==> src/rtl/uart_mmio_pkg.sv <==
// uart_mmio_pkg -- shared definitions for the UART MMIO controller.
//   * CPU-visible register addresses (full 32-bit byte addresses)
//   * STATUS register bit positions
//   * TX FSM state encoding
package uart_mmio_pkg;

  localparam logic [31:0] RX_DATA_ADDR = 32'h1001_002C;
  localparam logic [31:0] TX_DATA_ADDR = 32'h1001_0030;
  localparam logic [31:0] STATUS_ADDR  = 32'h1001_0034;

  localparam int STAT_TX_FULL    = 0;
  localparam int STAT_TX_EMPTY   = 1;
  localparam int STAT_RX_FULL    = 2;
  localparam int STAT_RX_OVERRUN = 3;
  localparam int STAT_TX_DROP    = 4;

  typedef enum logic [1:0] {
    TX_IDLE      = 2'd0,
    TX_LAUNCH    = 2'd1,
    TX_WAIT_BUSY = 2'd2,
    TX_WAIT_DONE = 2'd3
  } tx_state_t;

endpackage

==> src/rtl/uart_tx_fifo.sv <==
// uart_tx_fifo -- TX byte buffer for uart_mmio_ctrl.
// Build option: UART_MMIO_TX_FIFO_EN
//   defined   -> DEPTH-entry circular FIFO (DEPTH power of 2, >= 2)
//   undefined -> single holding register (DEPTH ignored)
// Ports:
//   clk, rst_n   clock, synchronous active-low reset
//   push, din    enqueue request and byte; ignored when full unless pop
//                is accepted in the same cycle
//   pop          dequeue request; ignored when empty
//   full, empty  occupancy flags
//   head         byte at the front of the buffer
module uart_tx_fifo #(
  parameter int DEPTH = 4
) (
  input  logic       clk,
  input  logic       rst_n,
  input  logic       push,
  input  logic       pop,
  input  logic [7:0] din,
  output logic       full,
  output logic       empty,
  output logic [7:0] head
);

  if (DEPTH < 2 || (DEPTH & (DEPTH - 1)) != 0) begin : g_bad_depth
    $error("uart_tx_fifo: DEPTH must be a power of 2 and >= 2");
  end

  logic do_push;
  logic do_pop;

`ifdef UART_MMIO_TX_FIFO_EN
  localparam int PW = $clog2(DEPTH);
  localparam int CW = $clog2(DEPTH + 1);

  logic [7:0]    mem [DEPTH];
  logic [PW-1:0] wr_ptr;
  logic [PW-1:0] rd_ptr;
  logic [CW-1:0] count;

  assign full    = (count == CW'(DEPTH));
  assign empty   = (count == '0);
  assign head    = mem[rd_ptr];
  assign do_pop  = pop && !empty;
  // A full FIFO still takes a byte when the head leaves in the same cycle.
  assign do_push = push && (!full || do_pop);

  always_ff @(posedge clk) begin
    if (do_push) mem[wr_ptr] <= din;
  end

  // Pointer width is exactly log2(DEPTH), so increments wrap naturally.
  always_ff @(posedge clk) begin
    if (!rst_n) begin
      wr_ptr <= '0;
      rd_ptr <= '0;
      count  <= '0;
    end else begin
      if (do_push) wr_ptr <= wr_ptr + 1'b1;
      if (do_pop)  rd_ptr <= rd_ptr + 1'b1;
      case ({do_push, do_pop})
        2'b10:   count <= count + 1'b1;
        2'b01:   count <= count - 1'b1;
        default: count <= count;
      endcase
    end
  end
`else
  logic [7:0] hold;
  logic       occupied;

  assign full    = occupied;
  assign empty   = !occupied;
  assign head    = hold;
  assign do_pop  = pop && occupied;
  assign do_push = push && (!occupied || do_pop);

  always_ff @(posedge clk) begin
    if (!rst_n) begin
      hold     <= '0;
      occupied <= 1'b0;
    end else begin
      if (do_push) hold <= din;
      occupied <= do_push || (occupied && !do_pop);
    end
  end
`endif

endmodule

==> src/rtl/uart_mmio_ctrl.sv <==
// uart_mmio_ctrl -- memory-mapped CPU interface to a UART TX/RX pair.
// Build option: UART_MMIO_TX_FIFO_EN selects a TX_DEPTH-entry TX FIFO;
// without it the TX buffer is a single holding register.
// Ports:
//   clk, rst_n           clock, synchronous active-low reset
//   wr_en, rd_en         CPU store / load strobes
//   address, wr_data     CPU byte address and store data
//   rd_data              combinational load data (independent of rd_en)
//   tx_start, tx_data    one-cycle launch pulse and byte to the transmitter
//   tx_busy              transmitter busy
//   rx_valid, rx_data    one-cycle received-byte pulse and byte
// Transmitter handshake: a byte is launched only while tx_busy is low;
// tx_start is high for the single LAUNCH cycle, then the FSM waits for
// tx_busy to rise and fall again before the next launch. tx_data holds
// the most recently launched byte until the next launch.
module uart_mmio_ctrl
  import uart_mmio_pkg::*;
#(
  parameter int ADDR_WIDTH = 32,
  parameter int TX_DEPTH   = 4
) (
  input  logic                  clk,
  input  logic                  rst_n,
  input  logic                  wr_en,
  input  logic                  rd_en,
  input  logic [ADDR_WIDTH-1:0] address,
  input  logic [31:0]           wr_data,
  output logic [31:0]           rd_data,
  output logic                  tx_start,
  output logic [7:0]            tx_data,
  input  logic                  tx_busy,
  input  logic                  rx_valid,
  input  logic [7:0]            rx_data
);

  tx_state_t  state;
  tx_state_t  state_next;
  logic       launch_go;

  logic       sel_rx;
  logic       sel_tx;
  logic       sel_status;

  logic       fifo_push;
  logic       fifo_pop;
  logic       fifo_full;
  logic       fifo_empty;
  logic [7:0] fifo_head;

  logic [7:0] rx_byte;
  logic       rx_full;
  logic       rx_overrun;
  logic       tx_drop;
  logic       tx_empty;
  logic       rx_clear;

  logic       unused_wr_bits;
  assign unused_wr_bits = ^wr_data[31:8];

  assign sel_rx     = (address == ADDR_WIDTH'(RX_DATA_ADDR));
  assign sel_tx     = (address == ADDR_WIDTH'(TX_DATA_ADDR));
  assign sel_status = (address == ADDR_WIDTH'(STATUS_ADDR));

  assign fifo_push = wr_en && sel_tx;
  assign fifo_pop  = (state == TX_LAUNCH);
  assign tx_empty  = fifo_empty && (state == TX_IDLE);
  assign rx_clear  = rd_en && sel_rx;

  uart_tx_fifo #(.DEPTH(TX_DEPTH)) u_tx_fifo (
    .clk   (clk),
    .rst_n (rst_n),
    .push  (fifo_push),
    .pop   (fifo_pop),
    .din   (wr_data[7:0]),
    .full  (fifo_full),
    .empty (fifo_empty),
    .head  (fifo_head)
  );

  // ---------------- TX FSM ----------------
  always_ff @(posedge clk) begin
    if (!rst_n) state <= TX_IDLE;
    else        state <= state_next;
  end

  always_comb begin
    state_next = state;
    tx_start   = 1'b0;
    launch_go  = 1'b0;
    case (state)
      TX_IDLE: begin
        if (!fifo_empty && !tx_busy) begin
          state_next = TX_LAUNCH;
          launch_go  = 1'b1;
        end
      end
      TX_LAUNCH: begin
        tx_start   = 1'b1;
        state_next = TX_WAIT_BUSY;
      end
      TX_WAIT_BUSY: if (tx_busy)  state_next = TX_WAIT_DONE;
      TX_WAIT_DONE: if (!tx_busy) state_next = TX_IDLE;
      default:      state_next = TX_IDLE;
    endcase
  end

  // Captured on entry to LAUNCH; the head cannot change while IDLE because
  // only LAUNCH pops, so tx_data equals the head byte during LAUNCH.
  always_ff @(posedge clk) begin
    if (!rst_n)         tx_data <= '0;
    else if (launch_go) tx_data <= fifo_head;
  end

  // ---------------- RX capture and sticky flags ----------------
  always_ff @(posedge clk) begin
    if (!rst_n) begin
      rx_byte    <= '0;
      rx_full    <= 1'b0;
      rx_overrun <= 1'b0;
      tx_drop    <= 1'b0;
    end else begin
      // A new byte wins over a clearing read in the same cycle.
      if (rx_valid) begin
        rx_byte <= rx_data;
        rx_full <= 1'b1;
      end else if (rx_clear) begin
        rx_full <= 1'b0;
      end

      // Sticky flags: set wins over write-1-to-clear.
      if (rx_valid && rx_full && !rx_clear)
        rx_overrun <= 1'b1;
      else if (wr_en && sel_status && wr_data[STAT_RX_OVERRUN])
        rx_overrun <= 1'b0;

      if (fifo_push && fifo_full && !fifo_pop)
        tx_drop <= 1'b1;
      else if (wr_en && sel_status && wr_data[STAT_TX_DROP])
        tx_drop <= 1'b0;
    end
  end

  // ---------------- Read mux ----------------
  always_comb begin
    rd_data = '0;
    if (sel_rx) begin
      rd_data[7:0] = rx_byte;
    end else if (sel_status) begin
      rd_data[STAT_TX_FULL]    = fifo_full;
      rd_data[STAT_TX_EMPTY]   = tx_empty;
      rd_data[STAT_RX_FULL]    = rx_full;
      rd_data[STAT_RX_OVERRUN] = rx_overrun;
      rd_data[STAT_TX_DROP]    = tx_drop;
    end
  end

endmodule
==> config.mk <==
export PLATFORM = sky130hd
export DESIGN_NAME = uart_mmio_ctrl
export DESIGN_NICKNAME = d
export VERILOG_FILES = /design/src/rtl/uart_mmio_pkg.sv /design/src/rtl/uart_tx_fifo.sv /design/src/rtl/uart_mmio_ctrl.sv
export SDC_FILE = /design/constraint.sdc
export NUM_CORES = 1
export LEC_CHECK = 0
export BUFFER_PORTS_ARGS = -buffer_cell sky130_fd_sc_hd__buf_2
export CAP_MARGIN = 20
export CORE_UTILIZATION = 40
export CTS_CLUSTER_DIAMETER = 120
export DETAILED_ROUTE_END_ITERATION = 7
export PLACE_DENSITY = 0.89
export SLEW_MARGIN = 20
export SYNTH_ARGS = -nofsm -noshare
export SYNTH_HDL_FRONTEND = slang
export SYNTH_SLANG_ARGS = --single-unit
==> constraint.sdc <==
create_clock -name clk -period 2.1 [get_ports clk]
set_input_delay 0.105 -clock clk [delete_from_list [all_inputs] [get_ports clk]]
set_output_delay 0.105 -clock clk [all_outputs]
set_load 0.02 [all_outputs]
==> results of run 1 <==
[tightest hold or removal path: stages]
cell and delay [ns]:
buf_2 0.07, mux2i_1 0.05, nor2_1 0.07
[final timing paths]
check,slack [ns],endpoint,startpoint,cells after the start
max,0.32,u_tx_fifo.head[0],state[1],6
min,0.06,rx_byte[5],rx_data[5],3
min reg2reg,0.45,tx_data[2],tx_data[2],2
max reg2reg,0.32,u_tx_fifo.head[0],state[1],6
[routing by layer]
layer,GRT usage [%],vias to the layer above
met3,5.00,3
li1,-,762
met5,0,-
met1,16.9,740
met4,5.98,0
met2,33.2,78
[cells in the final DEF, fill, tap and decap left out]
cell type / netlist / routed
a21oi_1: 9 / 9
a221oi_1: 1 / 1
a22oi_1: 4 / 4
a32oi_1: 1 / 1
and2b_1: 1 / 1
and3_1: 3 / 3
buf_2: 2 / 70
buf_4: 24 / 5
bufinv_16: 0 / 2
clkbuf_8: 0 / 6
clkinv_1: 2 / 2
conb_1: 1 / 24
dfxtp_1: 30 / 30
ha_1: 4 / 4
inv_1: 4 / 4
mux2i_1: 17 / 17
nand2_1: 30 / 30
nand3_1: 11 / 11
nand3b_1: 1 / 1
nand4_1: 2 / 2
nor2_1: 10 / 10
nor2b_1: 3 / 3
nor3_1: 3 / 3
nor3_4: 1 / 1
nor4_1: 10 / 10
nor4_2: 2 / 2
nor4b_1: 1 / 1
nor4b_2: 2 / 2
o21a_1: 1 / 1
o21ai_1: 1 / 1
o22ai_1: 2 / 2
o2bb2ai_1: 1 / 1
or3_4: 1 / 1
[sequential cells by signal, summed over array words and instances, names as in the netlist]
name,flops
rx_byte,8
rx_full,1
rx_overrun,1
state,2
tx_data,8
tx_drop,1
u_tx_fifo.full,1
u_tx_fifo.head,8
[layout make-up]
class,instances,area share [%]
sequential,30,28.7
clock buffer,6,3.95
tap,48,2.87
inverter,6,1.08
clock inverter,2,2.87
multi-input combinational,146,41.9
timing repair buffer,75,18.6
[cells by family after synthesis]
group           after synthesis  share of synthesized area, %
compound gates               20                          7.74
fa+ha+maj                     4                          3.07
buf+inv                      40                          14.9
flops                        30                          36.8
mux                          17                          10.4
other cells                   1                         0.230
simple gates                 81                          26.9
[metrics by stage]
stage,util (%),std cells,hold slack (ns)
2_1_floorplan,-,216,0.247
3_3_place_gp,51.3,305,0.341
3_5_place_dp,51.3,305,0.349
4_1_cts,55.0,313,0.0650
5_1_grt,55.0,313,0.0620
6_report,55.0,313,0.0641
[power by group]
group / leakage (uW) / switching, uW / internal [uW]
logic: 0.000654 / 155 / 90.0
clock network: 0.0000714 / 214 / 506
registers: 0.000244 / 13.6 / 589
total: 0.000969 / 382 / 1180
[synthesized netlist by cell type (2+ instances only)]
cell type	number	share of area, %
clkinv_1	2	0.46
nand4_1	2	0.77
a22oi_1	4	1.8
buf_2	2	0.61
nor2_1	10	2.3
o22ai_1	2	0.77
nor4b_2	2	1.8
clkbuf_1	6	1.4
nand2_1	30	6.9
nor3_1	3	0.92
buf_1	2	0.46
nand3_1	11	3.4
mux2i_1	17	10
nor2b_1	3	1.1
nor4_1	10	3.8
buf_4	24	11
a21oi_1	9	2.8
ha_1	4	3.1
and3_1	3	1.1
inv_1	4	0.92
nor4_2	2	1.5
dfxtp_1	30	37
==> impl_metrics.csv, run 1 <==
group,metric,value,unit
run_status,outcome,"completed",
power_and_ir_drop,p_total,1570,uW
die,initial_core_util,43.0,%
route,firstDrtPassIters,4,
min_path,min-delay-path-class,"in2reg",
logic_synthesis,dominantRegCellSynth,"dfxtp_1",
power_and_ir_drop,ir_worst_vdd,706,uV
sta,slew_violations,0,
worst_setup_path,worstSetupStartpointType,"flip-flop",
clock_tree,cts.clk_slew.worst_paths,0.07,ns
sta,fmax,562,MHz
sta,layout_setup_ws,0.320,ns
die,placementRows,22,
die,die_h,65.9,um
route,viasPerCell,5.06,
route,drt-initial-drc-count,55,
clock_tree,cts_sinks,30,
route,vias,1583,
sta,finalSetupViolCount,0,
route,drt_wl_total,3760,um
clock_tree,root_buffer,"clkbuf_8",
worst_setup_path,critPathBufInv,1,
placement,gp_congestion,0.836,
power_and_ir_drop,leakage,0.000969,uW
worst_setup_path,crit_type,"reg2reg",
logic_synthesis,async_flop_share,0,%
logic_synthesis,netlist_instances,193,
clock_tree,cts_tree,"built",
route,antenna_left,0,
route,drc,0,
final_layout,drive_above_1_share,33.6,%
final_layout,antenna_cells,0,
worst_setup_path,crit_path_max_incr_delay,0.41,ns
placement,io_buffers,70,
route,topRoutingLayerUsed,"met4",
logic_synthesis,yosys_register_bits,30,
sta,tightest_slew,0.580,ns
final_layout,design_area,2090,um2
placement,place_ws,0.335,ns
logic_synthesis,synth.distinct_cells,33,
logic_synthesis,syn-cell-area,1630,um2
worst_setup_path,cp.required,2.30,ns
clock_tree,clock_path_buffers,2,
worst_setup_path,slowest_stage,"nor3_4",
worst_setup_path,crit_fanout,8,
placement,dp_hpwl,2880,um
die,ios,119,
worst_setup_path,cp.arrival,1.98,ns
die,die-area,4340,um2
final_layout,multi_input_area,876,um2
logic_synthesis,ys_seq_area_share,36.8,%
worst_setup_path,crit_chain,"inv_1, ha_1, nor2b_1, or3_4, nor3_4, mux2i_1",
clock_tree,ctsResizeCount,0,
sta,rsz0062_at_grt,"no",
global_routing,grt_max_degree,24,
clock_tree,cts_hold_buf,0,
global_routing,grtUsageTotal,17.1,%
global_routing,grt_pass1_wl,5710,um
sta,fin_tns_setup,0,ns
clock_tree,numCtsBuffers,5,
logic_synthesis,ys_warn_count,0,
clock_tree,clk_latency,0.28,ns
logic_synthesis,avgSynthCellArea,8.46,um2
worst_setup_path,end_kind,"flip-flop",
sta,finalHoldViolations,0,
global_routing,antenna_found_initial,0,
clock_tree,cts_max_level,2,
route,wl_met3,306,um
die,die_x,65.9,um
worst_setup_path,cp_top_family,"simple AND/OR/NAND/NOR gates",
sta,timing.final.crit_share,84.8,%
final_layout,seqCellArea,601,um2
clock_tree,postCtsSetupBuffers,0,
final_layout,final_nets,346,
flow_run,drv_cap,0,
power_and_ir_drop,cellPowerDensity,750,nW/um2
sta,clock-skew-final,0.00661,ns
global_routing,grt_overflow_total,0,
sta,timing.final.crit_period,1.78,ns
route,detail_route.wl_per_cell,12.0,um
logic_synthesis,synth_edf_count,0,
final_layout,fillers,358,
final_layout,syn2layout_area_growth,28.0,%
placement,dpl-instance-area,1950,um2
die,core,3800,um2
route,wl_met2,2060,um
route,wl_met1,1390,um
global_routing,grt_pass1_vias,1414,
sta,maxSlewHeadroom,61.3,%
Note: power is estimated with default switching activity, not from simulation.
==> inputs of run 2 (changes only) <==
--- a/config.mk
+++ b/config.mk
@@ -5,12 +5,13 @@
 export SDC_FILE = /design/constraint.sdc
 export NUM_CORES = 1
 export LEC_CHECK = 0
+export ABC_AREA = 1
 export BUFFER_PORTS_ARGS = -buffer_cell sky130_fd_sc_hd__buf_2
 export CAP_MARGIN = 20
-export CORE_UTILIZATION = 40
+export CORE_UTILIZATION = 37
 export CTS_CLUSTER_DIAMETER = 120
 export DETAILED_ROUTE_END_ITERATION = 7
-export PLACE_DENSITY = 0.89
+export PLACE_DENSITY = 0.86
 export SLEW_MARGIN = 20
 export SYNTH_ARGS = -nofsm -noshare
 export SYNTH_HDL_FRONTEND = slang
==> constraint.sdc (replaced) <==
create_clock -name clk -period 1.5 [get_ports clk]
set_input_delay 0.075 -clock clk [delete_from_list [all_inputs] [get_ports clk]]
set_output_delay 0.075 -clock clk [all_outputs]
set_load 0.02 [all_outputs]
==> impl_metrics.csv, run 2 <==
group,metric,value,unit
worst_setup_path,worstSetupStartpointType,"flip-flop",
logic_synthesis,ys_top_cells_by_count,"nor2_1 (47), nand2_1 (40), inv_1 (34), dfxtp_1 (30), buf_4 (24)",
final_layout,final_common_cell,"buf_2",
run_status,outcome,"completed",
sta,finalHoldViolations,0,
placement,gp_congestion,0.820,
global_routing,grt_max_degree,28,
route,detail_route.wl_per_cell,9.47,um
clock_tree,cts_tree,"built",
sta,timing.final.crit_period,1.37,ns
clock_tree,cts_hold_buf,0,
logic_synthesis,muxShareOfSynthArea,0,%
worst_setup_path,crit_type,"reg2out",
sta,rsz0062_at_grt,"no",
worst_setup_path,ff2ff_path_depth,6,
route,firstDrtPassIters,4,
final_layout,drive_above_1_share,27.9,%
worst_setup_path,cp.arrival,1.29,ns
logic_synthesis,syn-cell-area,1730,um2
placement,place_ws,0.115,ns
worst_setup_path,crit_fanout,4,
logic_synthesis,yosys_register_bits,30,
logic_synthesis,dominantRegCellSynth,"dfxtp_1",
clock_tree,numCtsBuffers,5,
logic_synthesis,ys_warn_count,0,
logic_synthesis,yosysTopAreaCellShare,34.8,%
clock_tree,postCtsSetupBuffers,0,
clock_tree,cts_sinks,30,
min_path,min_path_cells,3,
logic_synthesis,synth.distinct_cells,23,
global_routing,grt_overflow_total,0,
route,drt-initial-drc-count,53,
power_and_ir_drop,leakage,0.00113,uW
sta,fin_tns_setup,0,ns
logic_synthesis,synth-simple-area-share,30.7,%
worst_setup_path,end_kind,"primary output",
logic_synthesis,synth.area.top_cells,"dfxtp_1 (35%), buf_4 (10%), nor2_1 (10%), nand2_1 (8.7%), inv_1 (7.4%)",
route,viasPerCell,4.36,
die,initial_core_util,39.1,%
global_routing,grtUsageTotal,15.5,%
clock_tree,clk_latency,0.27,ns
logic_synthesis,yosysTopAreaCell,"dfxtp_1",
route,antenna_left,0,
global_routing,antenna_found_initial,0,
power_and_ir_drop,ir_worst_vdd,590,uV
worst_setup_path,r2r-start,"state[0]",
sta,clock-skew-final,0.00493,ns
final_layout,antenna_cells,0,
logic_synthesis,synth_top_family_by_area,"simple AND/OR/NAND/NOR gates",
die,die_x,70.3,um
logic_synthesis,synth_edf_count,0,
die,ios,119,
worst_setup_path,rr_endpoint,"state[0]",
final_layout,syn2layout_area_growth,21.3,%
final_layout,final_cell_mix,"buf_2 (70), nor2_1 (46), nand2_1 (40)",
placement,io_buffers,70,
route,vias,1634,
clock_tree,cts_max_level,2,
clock_tree,root_buffer,"clkbuf_8",
clock_tree,cts.clk_slew.worst_paths,0.06,ns
logic_synthesis,ys_seq_area_share,34.8,%
sta,fmax,732,MHz
min_path,hold_path_startpoint,"wr_data[1]",
sta,layout_setup_ws,0.134,ns
worst_setup_path,r2r_setup_slack,0.15,ns
global_routing,grt_pass1_wl,6110,um
logic_synthesis,avgSynthCellArea,6.85,um2
power_and_ir_drop,cellPowerDensity,865,nW/um2
die,core,4410,um2
route,drc,0,
clock_tree,clock_path_buffers,2,
logic_synthesis,synthXorXnorAreaFrac,0,%
sta,slew_violations,0,
placement,dp_hpwl,2740,um
logic_synthesis,yosysMostFrequentCell,"nor2_1",
global_routing,grt_pass1_vias,1545,
logic_synthesis,async_flop_share,0,%
die,die-area,4940,um2
min_path,min-delay-path-class,"in2reg",
logic_synthesis,netlist_instances,252,
logic_synthesis,synth_fa_ha_area_share,2.90,%
sta,finalSetupViolCount,0,
final_layout,fillers,466,
min_path,min_to,"u_tx_fifo.head[1]",
flow_run,drv_cap,0,
route,drt_wl_total,3550,um
logic_synthesis,synth-compound-area-share,10.6,%
sta,timing.final.crit_share,91.1,%
die,die_h,70.3,um
die,placementRows,24,
worst_setup_path,cp.required,1.42,ns
final_layout,final_nets,405,
==> run 2: changes by cell type after synthesis, moves of 4 or more <==
cell     change
nand3_1      +5
nand2_1     +10
o21ai_0     +18
nor4_1      -10
mux2i_1     -17
a22oi_1      -4
inv_1       +30
a21oi_1      +8
nor2_1      +37
==> run 2: repair_timing <==
item,4_1_cts,5_1_grt
endpoints found under the setup margin,0,6
hold endpoints to repair,0,0
resized for setup,0,1
==> run 2: worst max path at each step <==
| stage | from | end | depth (start not counted) |
|---|---|---|---|
| 4_1_cts | state[1] | u_tx_fifo.head[2] | 8 |
| 3_3_place_gp | address[15] | rd_data[1] | 10 |
| 3_5_place_dp | state[1] | u_tx_fifo.head[3] | 8 |
| 2_1_floorplan | state[1] | u_tx_fifo.head[5] | 9 |
| 5_1_grt | state[0] | state[0] | 6 |
| 6_report | state[0] | rd_data[1] | 5 |
==> run 2: cell type report <==
class | instances | area (um2) | share of cell area (%)
multi-input cells | 179 | 856 | 40.9
flip-flops and latches | 30 | 601 | 28.7
repair buffers | 71 | 358 | 17.1
inverters | 36 | 138 | 6.58
clock buffers | 7 | 76.3 | 3.65
well taps | 52 | 65.1 | 3.11
==> run 2: metal layers <==
metal	part of all wire, %	track usage (%)
met3	7.5	4.18
met5	0	0
met1	41	16.1
met2	51	28.8
met4	0.65	6.44
==> run 2: logic make-up after synthesis <==
group           after synthesis
simple gates                115
buf+inv                      66
compound gates               36
flops                        30
fa+ha+maj                     4
other cells                   1
==> run 2: through the flow <==
stage	util (%)	instances	power [uW]	area (um2)	hold WS [ns]
2_1_floorplan	-	275	1160	1810	0.210
3_3_place_gp	45.6	368	1220	2010	0.297
3_5_place_dp	45.6	368	1240	2010	0.304
4_1_cts	47.4	375	1840	2090	0.0155
5_1_grt	47.4	375	1920	2090	0.0278
6_report	47.4	375	1810	2090	0.0278
==> run 2: worst max-delay path, cell delays in order, from the launching register on <==
cell,delay [ns]
dfxtp_1,0.36
inv_1,0.09
ha_1,0.24
nand4_1,0.12
nand2_1,0.06
buf_2,0.16
==> run 2: power breakdown <==
| group | leakage (uW) | internal [uW] | switching (uW) |
|---|---|---|---|
| registers | 0.000245 | 839 | 24.9 |
| logic | 0.000852 | 129 | 229 |
| clock network | 0.0000383 | 318 | 270 |
| total | 0.00113 | 1290 | 524 |
==> inputs of run 3 (changes only) <==
--- a/config.mk
+++ b/config.mk
@@ -5,13 +5,12 @@
 export SDC_FILE = /design/constraint.sdc
 export NUM_CORES = 1
 export LEC_CHECK = 0
-export ABC_AREA = 1
 export BUFFER_PORTS_ARGS = -buffer_cell sky130_fd_sc_hd__buf_2
 export CAP_MARGIN = 20
-export CORE_UTILIZATION = 37
+export CORE_UTILIZATION = 36
 export CTS_CLUSTER_DIAMETER = 120
 export DETAILED_ROUTE_END_ITERATION = 7
-export PLACE_DENSITY = 0.86
+export PLACE_DENSITY = 0.85
 export SLEW_MARGIN = 20
 export SYNTH_ARGS = -nofsm -noshare
 export SYNTH_HDL_FRONTEND = slang
==> impl_metrics.csv, run 3 (synthesis results as in run 1) <==
group,metric,value,unit
die,initial_core_util,37.5,%
final_layout,final_common_cell,"buf_2",
power_and_ir_drop,p_total,1960,uW
final_layout,fillers,408,
sta,slew_violations,0,
route,detail_route.wl_per_cell,12.3,um
placement,dp_hpwl,2980,um
placement,gp_congestion,0.800,
sta,timing.final.crit_period,1.57,ns
final_layout,final_cell_mix,"buf_2 (69), nand2_1 (30), dfxtp_1 (28)",
clock_tree,numCtsBuffers,5,
sta,worst_hold_slack,0.0280,ns
worst_setup_path,crit_path_max_incr_delay,0.37,ns
clock_tree,cts_hold_buf,0,
final_layout,drive_above_1_share,41.8,%
final_layout,layout.cells.non_filler,325,
global_routing,grt_overflow_total,0,
sta,rsz0062_at_grt,"yes",
run_status,outcome,"complete, but fails checks",
worst_setup_path,crit_type,"reg2out",
placement,io_buffers,70,
worst_setup_path,slowest_stage,"dfxtp_4",
run_status,violations,"setup timing",
worst_setup_path,end_kind,"primary output",
final_layout,final_nets,354,
power_and_ir_drop,ir_worst_vdd,547,uV
route,viasPerCell,4.97,
sta,clock-skew-final,0.00386,ns
worst_setup_path,worstSetupStartpointType,"flip-flop",
global_routing,grtUsageTotal,16.3,%
die,die_h,69.3,um
clock_tree,cts_tree,"built",
sta,layout_setup_ws,-0.0672,ns
final_layout,syn2layout_area_growth,37.2,%
clock_tree,cts.clk_slew.worst_paths,0.07,ns
die,die_x,69.3,um
power_and_ir_drop,leakage,0.00102,uW
global_routing,grt_max_degree,23,
die,placementRows,24,
clock_tree,cts_sinks,30,
placement,placedCellCount,316,
route,drt_wl_total,4000,um
die,ios,119,
worst_setup_path,r2r_setup_slack,0.02,ns
worst_setup_path,critPathBufInv,2,
route,firstDrtPassIters,5,
global_routing,grt_pass1_vias,1465,
global_routing,antenna_found_initial,0,
min_path,min-delay-path-class,"in2reg",
worst_setup_path,crit_fanout,4,
flow_run,drv_cap,0,
final_layout,antenna_cells,0,
clock_tree,clk_latency,0.28,ns
route,antenna_left,0,
worst_setup_path,cp_top_family,"flip-flops",
global_routing,grt_pass1_wl,6200,um
clock_tree,clock_path_buffers,2,
sta,fmax,638,MHz
route,drt-initial-drc-count,51,
die,core,4350,um2
clock_tree,cts_max_level,2,
worst_setup_path,cp.required,1.42,ns
worst_setup_path,crit_chain,"inv_4, ha_4, a32oi_2, nor4_2, buf_4",
sta,finalHoldViolations,0,
route,drc,0,
sta,timing.final.crit_share,104,%
power_and_ir_drop,cellPowerDensity,872,nW/um2
die,die-area,4810,um2
clock_tree,root_buffer,"clkbuf_8",
worst_setup_path,cp.arrival,1.49,ns
route,vias,1616,
sta,finalSetupViolCount,1,
-- run 3: cell count changes in the layout (fill, tap and decap cells not counted), moves of 9 or more --
cell	delta
nor4_2	+9
inv_1	-32
mux2i_1	+17
buf_4	+11
o21ai_0	-18
nor2_1	-36
nand2_1	-10
-- run 3: final timing paths --
check,start,to,depth (start not counted)
setup reg to reg,state[1],u_tx_fifo.head[7],7
hold reg to reg,tx_data[3],tx_data[3],2
setup / recovery,state[0],rd_data[1],5
hold / removal,rx_data[6],rx_byte[6],3
-- run 3: power by group --
part,total (uW),internal [uW],switching [uW]
Combinational,409,177,232
Sequential,856,829,26.9
Clock,690,368,322
-- run 3: stage by stage --
stage	instance area (um2)	TNS [ns]	utilization, %	setup slack (ns)
floorplan	1760	-0.991	-	-0.124
global placement	2060	0	47.4	0.00120
detailed placement	2060	-0.156	47.4	-0.0392
CTS	2170	-0.0141	49.7	-0.0141
global route	2240	-0.237	51.5	-0.127
finish	2240	-0.0672	51.5	-0.0672
-- run 3: what timing repair did --
| item | CTS | global route |
|---|---|---|
| resized for setup | 3 | 14 |
| cloned | 0 | 0 |
| hold endpoints to repair | 0 | 0 |
| buffers inserted | 0 | 1 |
| setup endpoints to repair | 12 | 14 |
| pin swaps | 1 | 3 |
-- run 3: cell type report --
type,instances,area (um2),area share [%]
Tap cell,52,65.1,2.90
Timing Repair Buffer,83,467,20.8
Multi-Input combinational cell,146,981,43.8
Clock buffer,6,82.6,3.69
Clock inverter,2,12.5,0.558
Sequential cell,30,606,27.0
Inverter,6,27.5,1.23
-- run 3: worst min-delay path, delay by kind of cell --
| kind | cells | cell delay [ns] |
|---|---|---|
| and+or+nand+nor | 1 | 0.07 |
| buffers and inverters | 1 | 0.07 |
| muxes | 1 | 0.05 |
-- run 3: per-layer routing --
metal / GRT usage (%) / up-vias / routed length (um)
li1: - / 781 / -
met4: 4.76 / 0 / 31
met2: 29.2 / 84 / 2020
met1: 17.7 / 744 / 1610
met3: 5.96 / 7 / 344
met5: 0 / - / 0
